==> src/rtl/burst_rr_arbiter.sv <==
// burst_rr_arbiter: round-robin arbiter that holds a grant for a whole burst
module burst_rr_arbiter #(
    parameter int nReq      = 4,
    parameter int DataWidth = 32,
    parameter int IdWidth   = $clog2(nReq)
) (
    input  logic                      clock,
    input  logic                      reset_n,
    input  logic [nReq-1:0]           in_valid,
    input  logic [nReq-1:0]           in_last,
    input  logic [nReq*DataWidth-1:0] in_data,
    output logic [nReq-1:0]           in_ready,
    output logic                      out_valid,
    input  logic                      out_ready,
    output logic                      out_last,
    output logic [DataWidth-1:0]      out_data,
    output logic [IdWidth-1:0]        out_id,
    output logic                      busy,
    output logic [15:0]               beat_count
);
    typedef enum logic {IDLE, LOCKED} state_e;

    state_e             state_q;
    logic [IdWidth-1:0] owner_q;
    logic [IdWidth-1:0] last_q;
    logic [15:0]        cnt_q;
    logic [IdWidth-1:0] idx_m;
    logic [IdWidth-1:0] idx_a;
    logic               hit_m;
    logic               hit_a;
    logic [IdWidth-1:0] sel;
    logic               act;
    logic               fire;

    // Lowest valid index above the last owner, else lowest valid overall; the lock overrides both.
    always_comb begin
        idx_m = '0;
        idx_a = '0;
        hit_m = 1'b0;
        hit_a = 1'b0;
        for (int i = nReq - 1; i >= 0; i--) begin
            if (in_valid[i]) begin
                idx_a = IdWidth'(i);
                hit_a = 1'b1;
                if (IdWidth'(i) > last_q) begin
                    idx_m = IdWidth'(i);
                    hit_m = 1'b1;
                end
            end
        end
        sel = (state_q == LOCKED) ? owner_q : hit_m ? idx_m : idx_a;
        act = reset_n && ((state_q == LOCKED) || hit_a);
    end

    // Forward the selected requester and route out_ready back to it alone.
    always_comb begin
        out_valid = 1'b0;
        out_last  = 1'b0;
        out_data  = '0;
        in_ready  = '0;
        for (int i = 0; i < nReq; i++) begin
            if (sel == IdWidth'(i)) begin
                out_valid   = act && in_valid[i];
                out_last    = in_last[i];
                out_data    = in_data[i*DataWidth +: DataWidth];
                in_ready[i] = act && out_ready;
            end
        end
    end

    assign out_id     = sel;
    assign fire       = out_valid && out_ready;
    assign busy       = (state_q == LOCKED);
    assign beat_count = cnt_q;

    // Burst FSM: lock on a non-last beat, release and move the pointer on the last one.
    always_ff @(posedge clock or negedge reset_n) begin
        if (!reset_n) begin
            state_q <= IDLE;
            owner_q <= '0;
            last_q  <= IdWidth'(nReq - 1);
            cnt_q   <= '0;
        end else if (fire) begin
            if (out_last) begin
                state_q <= IDLE;
                last_q  <= sel;
                cnt_q   <= '0;
            end else begin
                state_q <= LOCKED;
                owner_q <= sel;
                cnt_q   <= (&cnt_q) ? cnt_q : cnt_q + 16'd1;
            end
        end
    end
endmodule

==> config.mk <==
export PLATFORM = sky130hd
export DESIGN_NAME = burst_rr_arbiter
export DESIGN_NICKNAME = d
export VERILOG_FILES = /design/src/rtl/burst_rr_arbiter.sv
export SDC_FILE = /design/constraint.sdc
export NUM_CORES = 1
export LEC_CHECK = 0
export BUFFER_PORTS_ARGS = -buffer_cell sky130_fd_sc_hd__buf_2
export CAP_MARGIN = 20
export CORE_ASPECT_RATIO = 1.75
export CORE_MARGIN = 3
export CORE_UTILIZATION = 44
export CTS_CLUSTER_DIAMETER = 100
export DETAILED_ROUTE_END_ITERATION = 6
export PLACE_DENSITY_LB_ADDON = 0.12
export SYNTH_ARGS = -nofsm -noshare
export SYNTH_HDL_FRONTEND = slang
export SYNTH_SLANG_ARGS = --single-unit
export TNS_END_PERCENT = 30
==> constraint.sdc <==
create_clock -name clock -period 7.4 [get_ports clock]
set_input_delay 1.48 -clock clock [delete_from_list [all_inputs] [get_ports clock]]
set_output_delay 1.48 -clock clock [all_outputs]
set_load 0.02 [all_outputs]
After elaboration in Yosys (flattened, before gate mapping)
Cells that the tools add are included.
W data, S select, Z words.

word-level totals
  bits in registers = 21
  input port bits = 139
  output and inout bits = 57
  word-level logic and storage cells = 72

cells by class
  $add $sub $neg = 1
  order comparisons = 4
  equality and inequality tests = 4
  muxes and demuxes = 45
  bitwise logic cells = 1
  reductions and logical operators = 13

operator list
  cell                     number
  $mux W32                 4
  $mux W16                 2
  $mux W2                  14
  $mux W1                  25
  $add A16 B1 Y16 const B  1
  $reduce_and A16 Y1       1
  $logic_and A1 B1 Y1      7
  $reduce_and A2 Y1        3
  $eq A2 B2 Y1 const B     2
  $gt A1 B2 Y1 const A     2
  $gt A2 B2 Y1 const A     2
  $eq A2 B1 Y1 const B     1
  $logic_not A2 Y1         1
  $ne A2 B2 Y1 const B     1
  $logic_or A1 B1 Y1       1
  $not A1 Y1               1

Logic depth before layout (Yosys ltp)
Gate-level depths: netlist (run 1).

  word-level depth = 18
  mapped depth = 10
  gate-level depth less buffers = 8

Least setup slack after synthesis (run 1)
Ideal clock, no wire load.

  kind = input to output
  start = in in_valid[1]
  end = out out_data[23]
  data arrival time = 3573 ps
  data required time = 5920 ps
  path slack = 2347 ps
  stages on the path = 8
  path buffers = 2
  cells stage by stage = o21a_1 > a2111oi_4 > nor2_2 > inv_2 > clkbuf_1 > clkbuf_1 > nand2_1 > a31oi_1

between the ends
  longest elaborated chain between the ends = 10
  elaborated cells between the ends (all ways) = 18
  classes of those cells = eq/ne (3); mux (14); reduce/logical (1)

ends and longest elaborated chain
  item                                       RTL line  text
  start: declaration                         9         input logic [nReq-1:0] in_valid,
  $mux W2 / $mux W1 (equally long branches)  42        if (in_valid[i]) begin
  $mux W2 / $mux W1 (equally long branches)  45        if (IdWidth'(i) > last_q) begin
  $mux W2 / $mux W1 (equally long branches)  42
  $mux W2 (*) (2 in series)                  51        sel = (state_q == LOCKED) ? owner_q : hit_m ? idx_m : idx_a;
  via out_id[1]                              17        output logic [IdWidth-1:0] out_id,
  $logic_not A2 Y1                           62        if (sel == IdWidth'(i)) begin
  $mux W32 (3 in series)                     62
  $mux W32 (*)                               62
  end: declaration                           16        output logic [DataWidth-1:0] out_data,

The timed path passes the listed nets; every way through them passes the cells marked *.

Final worst setup path (run 1)
  start = in in_valid[3]
  end = out out_last

between the ends
  longest elaborated chain between the ends = 14
  elaborated cells between the ends (all ways) = 28
  classes of those cells = eq/ne (3); mux (24); reduce/logical (1)

ends and longest elaborated chain
  item                                       RTL line  text
  $mux W2 / $mux W1 (equally long branches)  42
  $mux W2 / $mux W1 (equally long branches)  45
  $mux W2 / $mux W1 (equally long branches)  42
  $mux W2 / $mux W1 (equally long branches)  45
  $mux W2 / $mux W1 (equally long branches)  42
  $mux W2 / $mux W1 (equally long branches)  45
  $mux W2 / $mux W1 (equally long branches)  42
  $mux W2 (*) (2 in series)                  51
  $logic_not A2 Y1                           62
  $mux W1 (3 in series)                      62
  $mux W1 (*)                                62
  end: declaration                           15        output logic out_last,

Mark *: on every way between the ends. The rest lies on a longest branch, timed or not.

==> Implementation_results.wiki, run 1 <==
{| class="wikitable"
! Metric !! Value
|-
| Yosys warning total || 0
|-
| Final setup slack of the worst path || 1.98 ns
|-
| Final net count || 738
|-
| Startpoint Class || primary input
|-
| Number of maximum-capacitance constraint violations || 0
|-
| Synth top area cells || nor2_1 20%, dfrtp_1 19%, nand2_1 12%, a31oi_1 8.6%, clkbuf_1 2.6%
|-
| Number of buffers inserted during clock tree synthesis || 3
|-
| Total power draw || 1.59 mW
|-
| Clk sink count || 21
|-
| Setup TNS || 0 ns
|-
| Register area share after synthesis || 0.207
|-
| Mean post-synth cell area || approximately 6.0 sq um
|-
| Clock Path Buffers || 2
|-
| Die extent in y || 107 microns
|-
| Cells on worst reg2reg path || 8
|-
| Remaining design rule violation count || 0
|-
| Number of nets with antenna violations after detailed routing || 0
|-
| Min-delay src || last_q[0]
|-
| Post-DR wirelength/cell || 14.5 microns
|-
| Area fraction of the dominant cell type after synthesis || 0.200
|-
| Share of the clock period used by the worst path || 0.733
|-
| Proportion of layout cells with a drive suffix above 1 || 0.362
|-
| Core ar. || approximately 5600 sq um
|-
| Global-route wire length before repair || 15,600 microns
|-
| GR Overflow Total || 0
|-
| Global-route total usage across every layer || 0.280
|-
| Kind of capture point of the worst setup path || primary output
|-
| Net count after synthesis || 567
|-
| Worst slew margin relative to its limit || 0.298
|-
| Count of vias placed by the detailed router || 3,639
|-
| Number of setup violations in the final report || 0
|-
| IO Port Bufs || a little under 200
|-
| Setup slack after placement || 1.96 ns
|-
| Vias per std cell || 5.41
|-
| Synth async-reset ratio || 1.00
|-
| Hold Crit Depth || 2
|-
| Clock tree from TritonCTS || built
|-
| Iter 0 DRT Violations || 243
|-
| Worst reg2reg setup slack || 3.62 ns
|-
| Number of enable-type register cells in the synthesized netlist || 0
|-
| Hold crit path type || register to register
|-
| Clock-pin slew of the registers on the worst-case setup and hold paths || roughly 0.08 ns
|-
| Result of the run || finished clean
|-
| Non-Filler Instances || 673
|-
| Buffer and inverter count on the worst path || 3
|-
| Area added between synthesis and finish || 40.1%
|-
| Instance area after placement || approximately 3500 sq um
|-
| Area of all placed cells without fillers || 3570 sq um
|-
| Unrepaired setup endpoints after global routing || false
|-
| Highest Clock Rate || 184 MHz
|-
| Final weighted congestion of routability-driven global placement || 0.913
|-
| Slew Viols, Final || 0
|-
| Max Fanout on Critical Path || slightly above 40
|-
| Via count of the first global-routing pass || between 3,000 and 4,000
|-
| Antenna violations before repair || 0
|-
| Endpoint of the most critical register-to-register path || owner_q[0]
|-
| Number of inserted diodes || 0
|-
| Unique cell type count in the Yosys netlist || slightly below 50
|-
| Number of buffers inserted to repair setup after CTS || 0
|-
| Number of resized instances in the post-cts repair step || 0
|-
| Max Clock Skew || roughly 0.0053 ns
|-
| Worst slack on hold paths || 0.512 ns
|-
| Maximum number of pins on one net before global-route repair || 70
|-
| Most area-hungry cell type in the Yosys netlist || nor2_1
|-
| Starting Density || 0.457
|-
| Transition time of the tightest slew-check pin || 1.05 ns
|-
| Endpoints failing hold || 0
|-
| Cell mode on critical path || buf_2
|-
| CTS Root Buffer Type || clkbuf_8
|-
| Number of H-tree levels || 1
|-
| Die boundary width || about 64 microns
|-
| PD cells || 445 nW/um^2
|-
| Crit path arrival time || roughly 4 ns
|-
| Number of filler cells placed in the layout || around 590
|-
| Endpoint with the worst hold slack || last_q[0]
|-
| Worst stage delay on the critical path || between 0.4 and 0.5 ns
|-
| Number of storage elements in the synthesis netlist || 21
|-
| Worst skew pair latency || roughly 0.27 ns
|-
| Number of placement rows || 36
|-
| Peak supply drop || 0.291 mV
|-
| Number of placed I/O pins || 196
|-
| Die area || slightly below 7000 sq um
|-
| Standby leakage power || between 1.5 and 2 nW
|-
| Router iterations before antenna repair || 6
|-
| Highest-delay cell along the critical path || nand2_2
|-
| Critical path, cell by cell || buf_2 -> nand2b_2 -> a311oi_1 -> o31a_1 -> nand2_2 -> buf_4 -> o21ai_0 -> buf_2
|-
| Count of mapped cells out of synthesis || about 430
|-
| Dpl cells || 669
|-
| Half-perimeter wire length of the detailed placement result || roughly 7700 microns
|-
| Wirelength, routed || 9730 microns
|-
| Dominant register cell in the synthesized netlist || dfrtp_1
|-
| Summed instance area of the synthesized netlist || between 2000 and 3000 sq um
|-
| Clock period minus final worst setup slack || 5.42 ns
|-
| Category of the most critical setup path || primary input to primary output
|-
| Cell family with most CP delay || compound AO/OA/AOI/OAI gates
|-
| Data required time at the worst endpoint || 5.92 ns
|-
| Source of the worst register-to-register timing path || last_q[1]
|-
| Final Util || 0.640
|-
| Hold Buf Count CTS || 0
|}
## how the worst max path moves through the flow
stage / start / endpoint / slack [ns] / cells past startpoint
after floorplan: in_valid[1] / out_data[23] / 2.35 / 8
after global routing: in_valid[3] / out_last / 1.70 / 8
final: in_valid[3] / out_last / 1.98 / 8
after detailed placement: in_valid[3] / out_last / 1.96 / 8
after CTS: in_valid[3] / out_last / 1.97 / 8
after global placement: in_valid[3] / out_last / 1.99 / 8
## where the power goes
part	leakage (nW)	internal, mW	switching [mW]	total (mW)
Clock	0.0255	0.0376	0.0402	0.0778
Combinational	1.60	0.424	0.916	1.34
Sequential	0.278	0.142	0.0310	0.173
Total	1.90	0.603	0.987	1.59
## routing by layer
layer | up-vias | routed length [microns] | GRT usage
met4 | 0 | 348 | 0.130
met2 | 184 | 5040 | 0.509
li1 | 1807 | - | -
met3 | 26 | 875 | 0.0514
met5 | - | 0 | 0
met1 | 1622 | 3470 | 0.308
## state kept, by name, summed over array words and instances (netlist names)
register	cells
last_q	2
beat_count	16
busy	1
owner_q	2
## cell families (layout without fill, tap and decap cells)
group,after synthesis,count (layout),share of synthesized area
mux,8,8,0.0324
compound gates,81,81,0.225
flops,21,21,0.207
fa+ha+maj,1,1,0.00490
buf+inv,40,210,0.0623
simple gates,276,276,0.468
## final cells by class
type                    count  area [sq um]  share of cell area
well taps                  76          95.1              0.0266
repair buffers            197           991               0.277
inverters                   9          33.8             0.00945
clock buffers               3          41.3              0.0116
clock inverters             1          5.00             0.00140
flip-flops and latches     21           528               0.148
multi-input cells         366          1880               0.526
## cell usage after synthesis (3+ instances only)
library cell and number:
or4_1 4, buf_2 7, nand2b_1 7, inv_1 7
and3_1 8, a31oi_1 35, dfrtp_1 19, and2_1 5
nand3_1 11, o31ai_1 8, nor3b_1 3, a21oi_1 11
buf_1 6, nor2_1 136, o211ai_1 3, clkbuf_1 18
o21ai_0 7, nand4_1 9, nor3_1 4, mux2i_1 6
nand2_1 79
## worst reg2reg max path: cells and delay by family, from the launching register on
family	cells	cell delay [ns]
AOI/OAI and AO/OA	2	1.36
buffers and inverters	1	0.76
DFF	1	0.61
muxes	1	0.36
and+or+nand+nor	4	0.57
## cell usage in the layout, fill, tap and decap left out, types with 8 or more instances in the layout
cell type    n
a21oi_1     11
a31oi_1     35
and3_1       8
buf_2      195
dfrtp_1     19
nand2_1     79
nand3_1     11
nand4_1      9
nor2_1     136
o31ai_1      8
Power figures use the tool's default switching activity.
==> inputs of run 2 (changes only) <==
--- a/config.mk
+++ b/config.mk
@@ -9,7 +9,7 @@
 export CAP_MARGIN = 20
 export CORE_ASPECT_RATIO = 1.75
 export CORE_MARGIN = 3
-export CORE_UTILIZATION = 44
+export CORE_UTILIZATION = 41
 export CTS_CLUSTER_DIAMETER = 100
 export DETAILED_ROUTE_END_ITERATION = 6
 export PLACE_DENSITY_LB_ADDON = 0.12
==> constraint.sdc (replaced) <==
create_clock -name clock -period 5.2 [get_ports clock]
set_input_delay 1.04 -clock clock [delete_from_list [all_inputs] [get_ports clock]]
set_output_delay 1.04 -clock clock [all_outputs]
set_load 0.02 [all_outputs]
==> Implementation_results.wiki, run 2 (same netlist as run 1, synthesis figures left out) <==
{| class="wikitable"
! Metric !! Value
|-
| Max FFs per register || 16 (unchanged)
|-
| Count of vias placed by the detailed router || 3,633 (-0.16%)
|-
| Peak supply drop || 0.437 mV (+50%)
|-
| Die area || 7240 sq um (+6.8%)
|-
| Result of the run || finished clean
|-
| IO Port Bufs || 195 (unchanged)
|-
| Cell mode on critical path || buf_2
|-
| CP Launch Point || in_valid[1]
|-
| Clock-pin slew of the registers on the worst-case setup and hold paths || 0.08 ns (about the same)
|-
| Slew Viols, Final || 0 (unchanged)
|-
| Min-delay src || owner_q[0]
|-
| Number of setup violations in the final report || 0 (unchanged)
|-
| Hold crit path type || register to register
|-
| Cell family with most CP delay || compound AO/OA/AOI/OAI gates
|-
| Category of the most critical setup path || primary input to primary output
|-
| Global-route total usage across every layer || 0.267 (-0.0130)
|-
| Number of buffers inserted to repair setup after CTS || 0 (unchanged)
|-
| Clock tree from TritonCTS || built
|-
| Number of H-tree levels || 1 (unchanged)
|-
| Buffer and inverter count on the worst path || 3 (unchanged)
|-
| Number of nets with antenna violations after detailed routing || 0 (unchanged)
|-
| Max Fanout on Critical Path || 67 (+63%)
|-
| Number of resized instances in the post-cts repair step || 0 (unchanged)
|-
| Crit path arrival time || 3.21 ns (-0.73 ns)
|-
| Max Clock Skew || 0.00449 ns (-0.000781 ns)
|-
| Half-perimeter wire length of the detailed placement result || 8030 microns (+4.3%)
|-
| Area added between synthesis and finish || 41.4%
|-
| Number of placed I/O pins || 196 (unchanged)
|-
| Vias per std cell || 5.35 (-1.0%)
|-
| Final net count || 742 (+0.54%)
|-
| Data required time at the worst endpoint || 4.16 ns (-1.76 ns)
|-
| Startpoint Class || primary input
|-
| Area of all placed cells without fillers || 3610 sq um (+0.98%)
|-
| Hold Buf Count CTS || 0 (unchanged)
|-
| Wirelength, routed || 9990 microns (+2.7%)
|-
| Core ar. || 5970 sq um (+6.9%)
|-
| Transition time of the tightest slew-check pin || 0.710 ns (-0.342 ns)
|-
| Clock Path Buffers || 2 (unchanged)
|-
| Router iterations before antenna repair || 6 (unchanged)
|-
| CTS Root Buffer Type || clkbuf_8
|-
| Proportion of layout cells with a drive suffix above 1 || 0.366 (+0.00425)
|-
| Global-route wire length before repair || 15,400 microns (-1.5%)
|-
| Source of the worst register-to-register timing path || last_q[0]
|-
| Setup TNS || 0 ns (unchanged)
|-
| Share of the clock period used by the worst path || 0.818
|-
| GR Overflow Total || 0 (unchanged)
|-
| Die boundary width || 65.6 microns (+3.3%)
|-
| Die extent in y || 110 microns (+3.4%)
|-
| Number of maximum-capacitance constraint violations || 0 (unchanged)
|-
| Worst stage delay on the critical path || 0.55 ns (+0.06 ns)
|-
| Clock period minus final worst setup slack || between 4 and 5 ns
|-
| Worst skew pair latency || 0.27 ns (about the same)
|-
| Maximum number of pins on one net before global-route repair || 68 (-2.9%)
|-
| Leading cell types in the layout, fill and taps excluded || 195 x buf_2, 136 x nor2_1, 79 x nand2_1
|-
| Number of placement rows || 37 (+2.8%)
|-
| Via count of the first global-routing pass || 3,388 (-1.6%)
|-
| Iter 0 DRT Violations || 290 (+19%)
|-
| Number of inserted diodes || 0 (unchanged)
|-
| Remaining design rule violation count || 0 (unchanged)
|-
| Highest-delay cell along the critical path || a2111oi_4
|-
| Critical path, cell by cell || buf_2 -> o21a_1 -> a2111oi_4 -> nor2_4 -> buf_4 -> mux2i_1 -> o21ai_0 -> buf_2
|-
| Unrepaired setup endpoints after global routing || false
|-
| Starting Density || 0.427 (-0.0296)
|-
| Worst slew margin relative to its limit || 0.526 (+0.228)
|-
| Endpoints failing hold || 0 (unchanged)
|-
| Final weighted congestion of routability-driven global placement || 0.912 (-0.11%)
|-
| Standby leakage power || 1.92 nW (+1.2%)
|-
| Clk sink count || 21 (unchanged)
|-
| Highest Clock Rate || 235 MHz
|-
| PD cells || 636 nW/um^2 (+43%)
|-
| Kind of capture point of the worst setup path || primary output
|-
| Instance area after placement || 3560 sq um (+0.99%)
|-
| Post-DR wirelength/cell || 14.7 microns (+1.8%)
|-
| Number of buffers inserted during clock tree synthesis || 3 (unchanged)
|-
| Most common cell after layout, fill and taps aside || buf_2
|-
| Antenna violations before repair || 0 (unchanged)
|}
run 2: final timing paths:
kind | end | slack (ns) | depth (start not counted)
worst max-delay path | out_last | 0.95 | 8
worst min-delay path | owner_q[0] | 0.51 | 1
worst max register to register | beat_count[14] | 1.94 | 8
worst min register to register | owner_q[0] | 0.51 | 1
max in group asynchronous | last_q[1] | 4.01 | 2
min in group asynchronous | beat_count[2] | 0.90 | 2
run 2: stage by stage:
stage	worst slack, ns	power (mW)	util	hold slack (ns)	std cells
after floorplan	1.03	1.62	-	0.464	427
after detailed placement	0.947	2.19	0.596	0.483	675
after global placement	0.995	2.17	0.596	0.478	675
after CTS	0.943	2.30	0.604	0.501	679
after global routing	0.762	2.50	0.604	0.541	679
final	0.948	2.30	0.604	0.514	679
run 2: area by class of cell:
type | count | area [sq um]
Inverter | 9 | 33.8
Timing Repair Buffer | 201 | 1030
Clock inverter | 1 | 5.00
Fill cell | 615 | 2360
Tap cell | 78 | 97.6
Clock buffer | 3 | 41.3
Sequential cell | 21 | 528
Multi-Input combinational cell | 366 | 1870
run 2: worst reg2reg max path: cells and delay by family (launching register included):
kind / cells / cell delay (ns)
simple gates: 2 / 0.61
compound gates: 4 / 1.73
buf+inv: 2 / 0.44
flops: 1 / 0.39
run 2: power breakdown:
group          total [mW]  internal, mW  leakage [nW]  switching, mW
Combinational        1.94         0.627          1.62           1.31
Clock               0.110        0.0536        0.0255         0.0565
Sequential          0.248         0.202         0.278         0.0461
run 2: metal layers:
metal	vias up	global-route usage	routed length, microns	part of all wire
met5	-	0	0	0
met4	0	0.0964	278	0.028
met3	21	0.0406	692	0.069
met2	171	0.492	5400	0.54
met1	1623	0.305	3620	0.36
li1	1818	-	-	-
